`src/rtl/sseg_pkg.sv`:
```
// ---------------------------------------------------------------------------
// sseg_pkg
// Shared constants, types and helpers for the 8-digit seven-segment scan
// engine (sseg_scan_mux and its timer).
//
// Contents:
//   NUM_DIGITS    number of multiplexed digits
//   SEG_BLANK     cathode pattern with every segment off (active-low)
//   AN_OFF        anode pattern with every digit off (active-low)
//   seg_t         one digit's segment pattern, bit 7 = dp
//   digit_idx_t   index of the digit currently being scanned
//   an_for_digit  active-low one-hot anode pattern for a digit index
// ---------------------------------------------------------------------------
package sseg_pkg;

  localparam int NUM_DIGITS = 8;

  localparam logic [7:0] SEG_BLANK = 8'hFF;
  localparam logic [7:0] AN_OFF    = 8'hFF;

  typedef logic [7:0] seg_t;
  typedef logic [2:0] digit_idx_t;

  // Anode pattern with only the selected digit driven low.
  function automatic logic [7:0] an_for_digit(input digit_idx_t idx);
    logic [7:0] onehot;
    onehot = 8'h01 << idx;
    return ~onehot;
  endfunction

endpackage

```
`src/rtl/sseg_scan_timer.sv`:
```
// ---------------------------------------------------------------------------
// sseg_scan_timer
// Owns every counter of the scan engine: the per-slot tick counter, the digit
// index, the frame counter that paces blinking, the blink phase and the
// free-running PWM counter. Everything downstream is pure decode of these.
//
// Ports:
//   clk              system clock
//   reset            asynchronous, active-high reset; clears all counters
//   slot_start       tick counter is 0 (first cycle of a digit slot)
//   frame_start_int  first cycle of digit 0's slot (first cycle of a frame)
//   in_dead          current cycle is inside the anti-ghosting dead window
//   digit_idx        digit currently being scanned, 0..7
//   pwm_cnt          free-running 4-bit PWM phase
//   blink_phase      1 = blinking digits are in their dark half-period
//
// Parameter constraints: DIGIT_TICKS >= DEAD_TICKS + 2, BLINK_FRAMES >= 1.
// ---------------------------------------------------------------------------
module sseg_scan_timer
  import sseg_pkg::*;
#(
  parameter int DIGIT_TICKS  = 12500,
  parameter int DEAD_TICKS   = 64,
  parameter int BLINK_FRAMES = 250
) (
  input  logic       clk,
  input  logic       reset,
  output logic       slot_start,
  output logic       frame_start_int,
  output logic       in_dead,
  output digit_idx_t digit_idx,
  output logic [3:0] pwm_cnt,
  output logic       blink_phase
);

  // Counter widths never drop below one bit so degenerate parameter values
  // still elaborate.
  localparam int TW = (DIGIT_TICKS > 1) ? $clog2(DIGIT_TICKS) : 1;
  localparam int FW = (BLINK_FRAMES > 1) ? $clog2(BLINK_FRAMES) : 1;

  localparam logic [TW-1:0] TICK_LAST  = TW'(DIGIT_TICKS - 1);
  localparam logic [TW-1:0] DEAD_LIM   = TW'(DEAD_TICKS);
  localparam logic [FW-1:0] FRAME_LAST = FW'(BLINK_FRAMES - 1);

  logic [TW-1:0] tick_cnt;
  logic [FW-1:0] frame_cnt;

  logic tick_wrap;
  logic digit_wrap;
  logic frame_wrap;

  // Wrap chain: tick -> digit -> frame -> blink phase.
  assign tick_wrap  = (tick_cnt == TICK_LAST);
  assign digit_wrap = tick_wrap && (digit_idx == 3'd7);
  assign frame_wrap = digit_wrap && (frame_cnt == FRAME_LAST);

  always_ff @(posedge clk or posedge reset) begin
    if (reset) begin
      tick_cnt    <= '0;
      digit_idx   <= '0;
      frame_cnt   <= '0;
      blink_phase <= 1'b0;
      pwm_cnt     <= 4'd0;
    end else begin
      pwm_cnt <= pwm_cnt + 4'd1;

      if (tick_wrap) begin
        tick_cnt  <= '0;
        digit_idx <= digit_idx + 3'd1;
      end else begin
        tick_cnt <= tick_cnt + TW'(1);
      end

      // blink_phase only moves on the digit 7 -> 0 wrap, so the new phase is
      // visible from the very first cycle of a frame and never mid-frame.
      if (digit_wrap) begin
        if (frame_wrap) begin
          frame_cnt   <= '0;
          blink_phase <= ~blink_phase;
        end else begin
          frame_cnt <= frame_cnt + FW'(1);
        end
      end
    end
  end

  assign slot_start      = (tick_cnt == '0);
  assign frame_start_int = slot_start && (digit_idx == 3'd0);

  // With no dead time the comparison would be constant, so drop it.
  generate
    if (DEAD_TICKS == 0) begin : g_no_dead
      assign in_dead = 1'b0;
    end else begin : g_dead
      assign in_dead = (tick_cnt < DEAD_LIM);
    end
  endgenerate

endmodule

```
`src/rtl/sseg_scan_mux.sv`:
```
// ---------------------------------------------------------------------------
// sseg_scan_mux
// Time-multiplexed 8-digit seven-segment scan engine. Latches the eight
// segment patterns, brightness and blink enables once per frame, then scans
// the digits one slot at a time with a leading dead window, 16-level PWM and
// per-digit blink.
//
// Ports:
//   clk          system clock
//   reset        asynchronous, active-high reset; blanks outputs at once
//   in0..in7     segment patterns, active-low, bit 7 = dp, in0 = rightmost
//   brightness   0 = 1/16 duty ... 15 = full duty
//   blink_en     bit i = 1 makes digit i blink
//   sseg         cathode pattern, active-low
//   an           anode enables, active-low, one-hot-low when lit
//   frame_start  high for the first cycle of digit 0's slot
//
// an and sseg are registered together, one clock after the counter state
// they decode, so the cathodes never change while another digit's anode is
// on.
// ---------------------------------------------------------------------------
module sseg_scan_mux
  import sseg_pkg::*;
#(
  parameter int DIGIT_TICKS  = 12500,
  parameter int DEAD_TICKS   = 64,
  parameter int BLINK_FRAMES = 250
) (
  input  logic       clk,
  input  logic       reset,
  input  logic [7:0] in7,
  input  logic [7:0] in6,
  input  logic [7:0] in5,
  input  logic [7:0] in4,
  input  logic [7:0] in3,
  input  logic [7:0] in2,
  input  logic [7:0] in1,
  input  logic [7:0] in0,
  input  logic [3:0] brightness,
  input  logic [7:0] blink_en,
  output logic [7:0] sseg,
  output logic [7:0] an,
  output logic       frame_start
);

  logic       slot_start;
  logic       frame_start_int;
  logic       in_dead;
  digit_idx_t digit_idx;
  logic [3:0] pwm_cnt;
  logic       blink_phase;

  sseg_scan_timer #(
    .DIGIT_TICKS (DIGIT_TICKS),
    .DEAD_TICKS  (DEAD_TICKS),
    .BLINK_FRAMES(BLINK_FRAMES)
  ) u_timer (
    .clk            (clk),
    .reset          (reset),
    .slot_start     (slot_start),
    .frame_start_int(frame_start_int),
    .in_dead        (in_dead),
    .digit_idx      (digit_idx),
    .pwm_cnt        (pwm_cnt),
    .blink_phase    (blink_phase)
  );

  // Slot boundaries carry no extra meaning here beyond the dead window.
  logic slot_start_unused;
  assign slot_start_unused = slot_start;

  // -------------------------------------------------------------------------
  // Frame shadow registers
  // -------------------------------------------------------------------------
  seg_t       shadow_pat [NUM_DIGITS];
  logic [3:0] shadow_bright;
  logic [7:0] shadow_blink;

  always_ff @(posedge clk or posedge reset) begin
    if (reset) begin
      for (int i = 0; i < NUM_DIGITS; i++) begin
        shadow_pat[i] <= '0;
      end
      shadow_bright <= 4'd0;
      shadow_blink  <= 8'd0;
    end else if (frame_start_int) begin
      shadow_pat[0] <= in0;
      shadow_pat[1] <= in1;
      shadow_pat[2] <= in2;
      shadow_pat[3] <= in3;
      shadow_pat[4] <= in4;
      shadow_pat[5] <= in5;
      shadow_pat[6] <= in6;
      shadow_pat[7] <= in7;
      shadow_bright <= brightness;
      shadow_blink  <= blink_en;
    end
  end

  // -------------------------------------------------------------------------
  // Output decode
  // -------------------------------------------------------------------------
  // In the latch cycle the shadows still hold the previous frame, so the
  // values being latched are used directly; otherwise a zero dead time would
  // show one cycle of the old frame on digit 0.
  seg_t       live_pat;
  seg_t       cur_pat;
  logic [3:0] cur_bright;
  logic [7:0] cur_blink;
  logic       lit;

  always_comb begin
    live_pat = in0;
    case (digit_idx)
      3'd0:    live_pat = in0;
      3'd1:    live_pat = in1;
      3'd2:    live_pat = in2;
      3'd3:    live_pat = in3;
      3'd4:    live_pat = in4;
      3'd5:    live_pat = in5;
      3'd6:    live_pat = in6;
      default: live_pat = in7;
    endcase
  end

  always_comb begin
    cur_pat    = shadow_pat[digit_idx];
    cur_bright = shadow_bright;
    cur_blink  = shadow_blink;
    if (frame_start_int) begin
      cur_pat    = live_pat;
      cur_bright = brightness;
      cur_blink  = blink_en;
    end
  end

  assign lit = !in_dead
            && (pwm_cnt <= cur_bright)
            && !(cur_blink[digit_idx] && blink_phase);

  always_ff @(posedge clk or posedge reset) begin
    if (reset) begin
      an   <= AN_OFF;
      sseg <= SEG_BLANK;
    end else if (lit) begin
      an   <= an_for_digit(digit_idx);
      sseg <= cur_pat;
    end else begin
      an   <= AN_OFF;
      sseg <= SEG_BLANK;
    end
  end

  // The counters sit at the frame-start state throughout reset; masking keeps
  // the pulse low until reset is released.
  assign frame_start = frame_start_int & ~reset;

endmodule

```
`config.mk`:
```
export PLATFORM = sky130hd
export DESIGN_NAME = sseg_scan_mux
export DESIGN_NICKNAME = d
export VERILOG_FILES = /design/src/rtl/sseg_pkg.sv /design/src/rtl/sseg_scan_timer.sv /design/src/rtl/sseg_scan_mux.sv
export SDC_FILE = /design/constraint.sdc
export NUM_CORES = 1
export LEC_CHECK = 0
export ABC_AREA = 1
export BUFFER_PORTS_ARGS = -buffer_cell sky130_fd_sc_hd__buf_2
export CAP_MARGIN = 20
export CORE_UTILIZATION = 45
export CTS_BUF_LIST = sky130_fd_sc_hd__clkbuf_16
export DETAILED_ROUTE_END_ITERATION = 12
export PLACE_DENSITY = 0.73
export SYNTH_ARGS = -nofsm -noshare
export SYNTH_HDL_FRONTEND = slang
export SYNTH_SLANG_ARGS = --single-unit
```
`constraint.sdc`:
```
create_clock -name clk -period 4 [get_ports clk]
set_input_delay 0.8 -clock clk [delete_from_list [all_inputs] [get_ports clk]]
set_output_delay 0.8 -clock clk [all_outputs]
set_load 0.01 [all_outputs]
```
==> flow_metrics.tcl <==
set metrics [dict create \
    status "complete, no violations" \
    cts_setup_buffers 0 \
    netlist_instances 759 \
    row_count 42 \
    fin_crit_ns 2.96 \
    wl_per_cell_um 15.5 \
    reg2reg_depth 19 \
    placedCellCount 1007 \
    synth_common_cells "nor2_1, dfrtp_1, inv_1" \
    required_ns 3.20 \
    clock_latency_ns 0.42 \
    synth_cell_types 39 \
    synth.avg_cell_area_um2 8.16 \
    drv_cap 0 \
    r2r_start "u_timer.digit_idx[0]" \
    drt_iter0_drc 477 \
    rrSetupSlack_ns 1.05 \
    dp_hpwl_um 10800 \
    drt_wl_total_um 16100 \
    grt-busiest-layer "met2" \
    cp.arrival_ns 2.16 \
    synth_most_common_cell "nor2_1" \
    fillCellCount 1278 \
    stdcell_count 1040 \
    max_slew_margin 0.593 \
    powerDensity_nw_per_um2 404 \
    max_freq_mhz 337 \
    final_nets 944 \
    drv_slew 0 \
    synth_top_area_share 0.428 \
    ios 95 \
    die-area_um2 14200 \
    syn_area_um2 6190 \
    cts_max_path_buffers 2 \
    place.gp.congestion 0.839 \
    drive_gt1_frac 0.201 \
    startpoint_type "flop" \
    yosysWarnings 0 \
    grt_pass1_wl_um 26200 \
    tritoncts "done" \
    r2r_end "an[3]" \
    rsz0062_at_grt "false" \
    synth_edf_count 0 \
    met3_usage 0.0642 \
    synthArstFlopShare 1.00 \
    core-area_um2 13300 \
    met1_usage 0.295 \
    clk_transition_reported_paths_ns 0.06 \
    grt.total_usage 0.242 \
    synth_seq_cells 122 \
    power_mw 3.00 \
    synthFlopType "dfrtp_1" \
    leakage_nw 3.69 \
    die_x_um 119 \
    grt_pass1_vias 5418 \
    area_delta_synth_final_pct 19.8 \
    drc_errors 0 \
    grt-ovfl-total 0 \
    die_h_um 119 \
    ant_nets 0 \
    finClkSkew_ns 0.00801 \
    syn_nets 852 \
    cts_resized 0 \
    hold_viol 0 \
    via_count 5420 \
    postCtsHoldBufs 0 \
    met2_usage 0.398 \
    ys_seq_area_frac 0.496 \
    cts_htree_levels 4 \
    clock_sinks 122 \
    pre_cts_slack_ns 1.05 \
    ctsRootBufferMaster "clkbuf_16" \
    via_per_inst 5.21 \
    yosysTopAreaCell "dfrtp_1" \
    antenna_found_initial 0 \
    min_period_over_period 0.741 \
    synth_area_leaders "dfrtp_1, nor2_1, dfstp_2, inv_1, a21oi_1" \
    setup_ws_ns 1.04 \
    worst_slew_pin_slew_ns 0.609 \
    irDropWorstVdd_mv 0.345 \
    setup_tns_ns 0 \
    diodes 0 \
    start_util 0.464 \
    dr.pass1.iters 5 \
    numCtsBuffers 17 \
    crit_type "flop to output port" \
    io_buffers 94 \
    finalSetupViolCount 0 \
    critPathCaptureType "output port" \
    worstPathMaxFanout 11 \
    hp-class "primary input to async pin" \
    grt_max_degree 71 \
]
## stage by stage
stage | util | cell area (µm²) | hold slack [ns]
3_5_place_dp | 0.510 | 6810 | 0.454
4_1_cts | 0.555 | 7400 | 0.467
3_3_place_gp | 0.510 | 6810 | 0.448
6_report | 0.556 | 7420 | 0.399
5_1_grt | 0.556 | 7420 | 0.413
2_1_floorplan | - | 6200 | 0.437
## power breakdown
group	switching, mW	total [mW]	internal, mW
clock	0.532	1.55	1.02
combinational	0.0930	0.157	0.0642
sequential	0.0178	1.29	1.28
total	0.643	3.00	2.36
## state kept, by name (all words and copies together) (netlist names), 4 cells and up
signal / flops
shadow_pat: 64
an: 8
u_timer.frame_cnt: 8
shadow_bright: 4
u_timer.pwm_cnt: 4
u_timer.tick_cnt: 14
shadow_blink: 8
sseg: 8
## cells by family (layout without fill, tap and decap cells)
kind of cell | Yosys count | after routing | synth area share
DFF | 122 | 122 | 0.496
adders and majority gates | 15 | 15 | 0.0303
and+or+nand+nor | 323 | 323 | 0.233
xor gates and xnor gates | 6 | 6 | 0.00848
buffers and inverters | 130 | 235 | 0.0862
AOI/OAI and AO/OA | 163 | 163 | 0.145
## how the worst max path moves through the flow
stage                                     from     endpoint  cells after the start
after floorplan           u_timer.digit_idx[0]        an[4]                     23
after global placement    u_timer.digit_idx[0]        an[3]                     19
after detailed placement  u_timer.digit_idx[0]        an[3]                     19
after CTS                 u_timer.digit_idx[0]  frame_start                      9
after global routing      u_timer.digit_idx[0]        an[3]                     19
final                     u_timer.digit_idx[0]  frame_start                      9
## cell usage in the layout (no fill, tap or decap), drive strengths merged, types with 2 or more instances in the layout
master and count:
o22ai 20, bufinv 4, o21bai 2, clkbuf 17, nor2 165, a31oi 2
xor2 5, nand4 3, clkinv 10, a21oi 67, o2111ai 6, a221oi 4
ha 15, buf 106, nand3 50, inv 97, nor4 5, o21ai 58
nor3b 2, dfrtp 106, nand2 94, dfstp 16, nor3 4
## worst max-delay path, cell delays in order, from the launching register on
cell and delay [ns]:
dfrtp_1 0.37, inv_1 0.08, ha_1 0.16, inv_1 0.05, nor2_2 0.13, nand2_1 0.07
nor4_1 0.17, nand2_1 0.33, nor2_1 0.23, buf_2 0.16
## routing by layer
metal	routed length, µm	vias to the layer above
met5	0	-
met4	529	0
met3	978	44
met2	7820	154
met1	6770	2562
li1	-	2660
## final cells by class
type | count | area [µm²] | area share
Tap cell | 176 | 220 | 0.0297
Multi-Input combinational cell | 507 | 2590 | 0.349
Timing Repair Buffer | 106 | 586 | 0.0789
Clock inverter | 15 | 164 | 0.0221
Sequential cell | 122 | 3070 | 0.414
Clock buffer | 17 | 425 | 0.0573
Inverter | 97 | 368 | 0.0496
No activity file was read; power rests on OpenSTA's default activity.
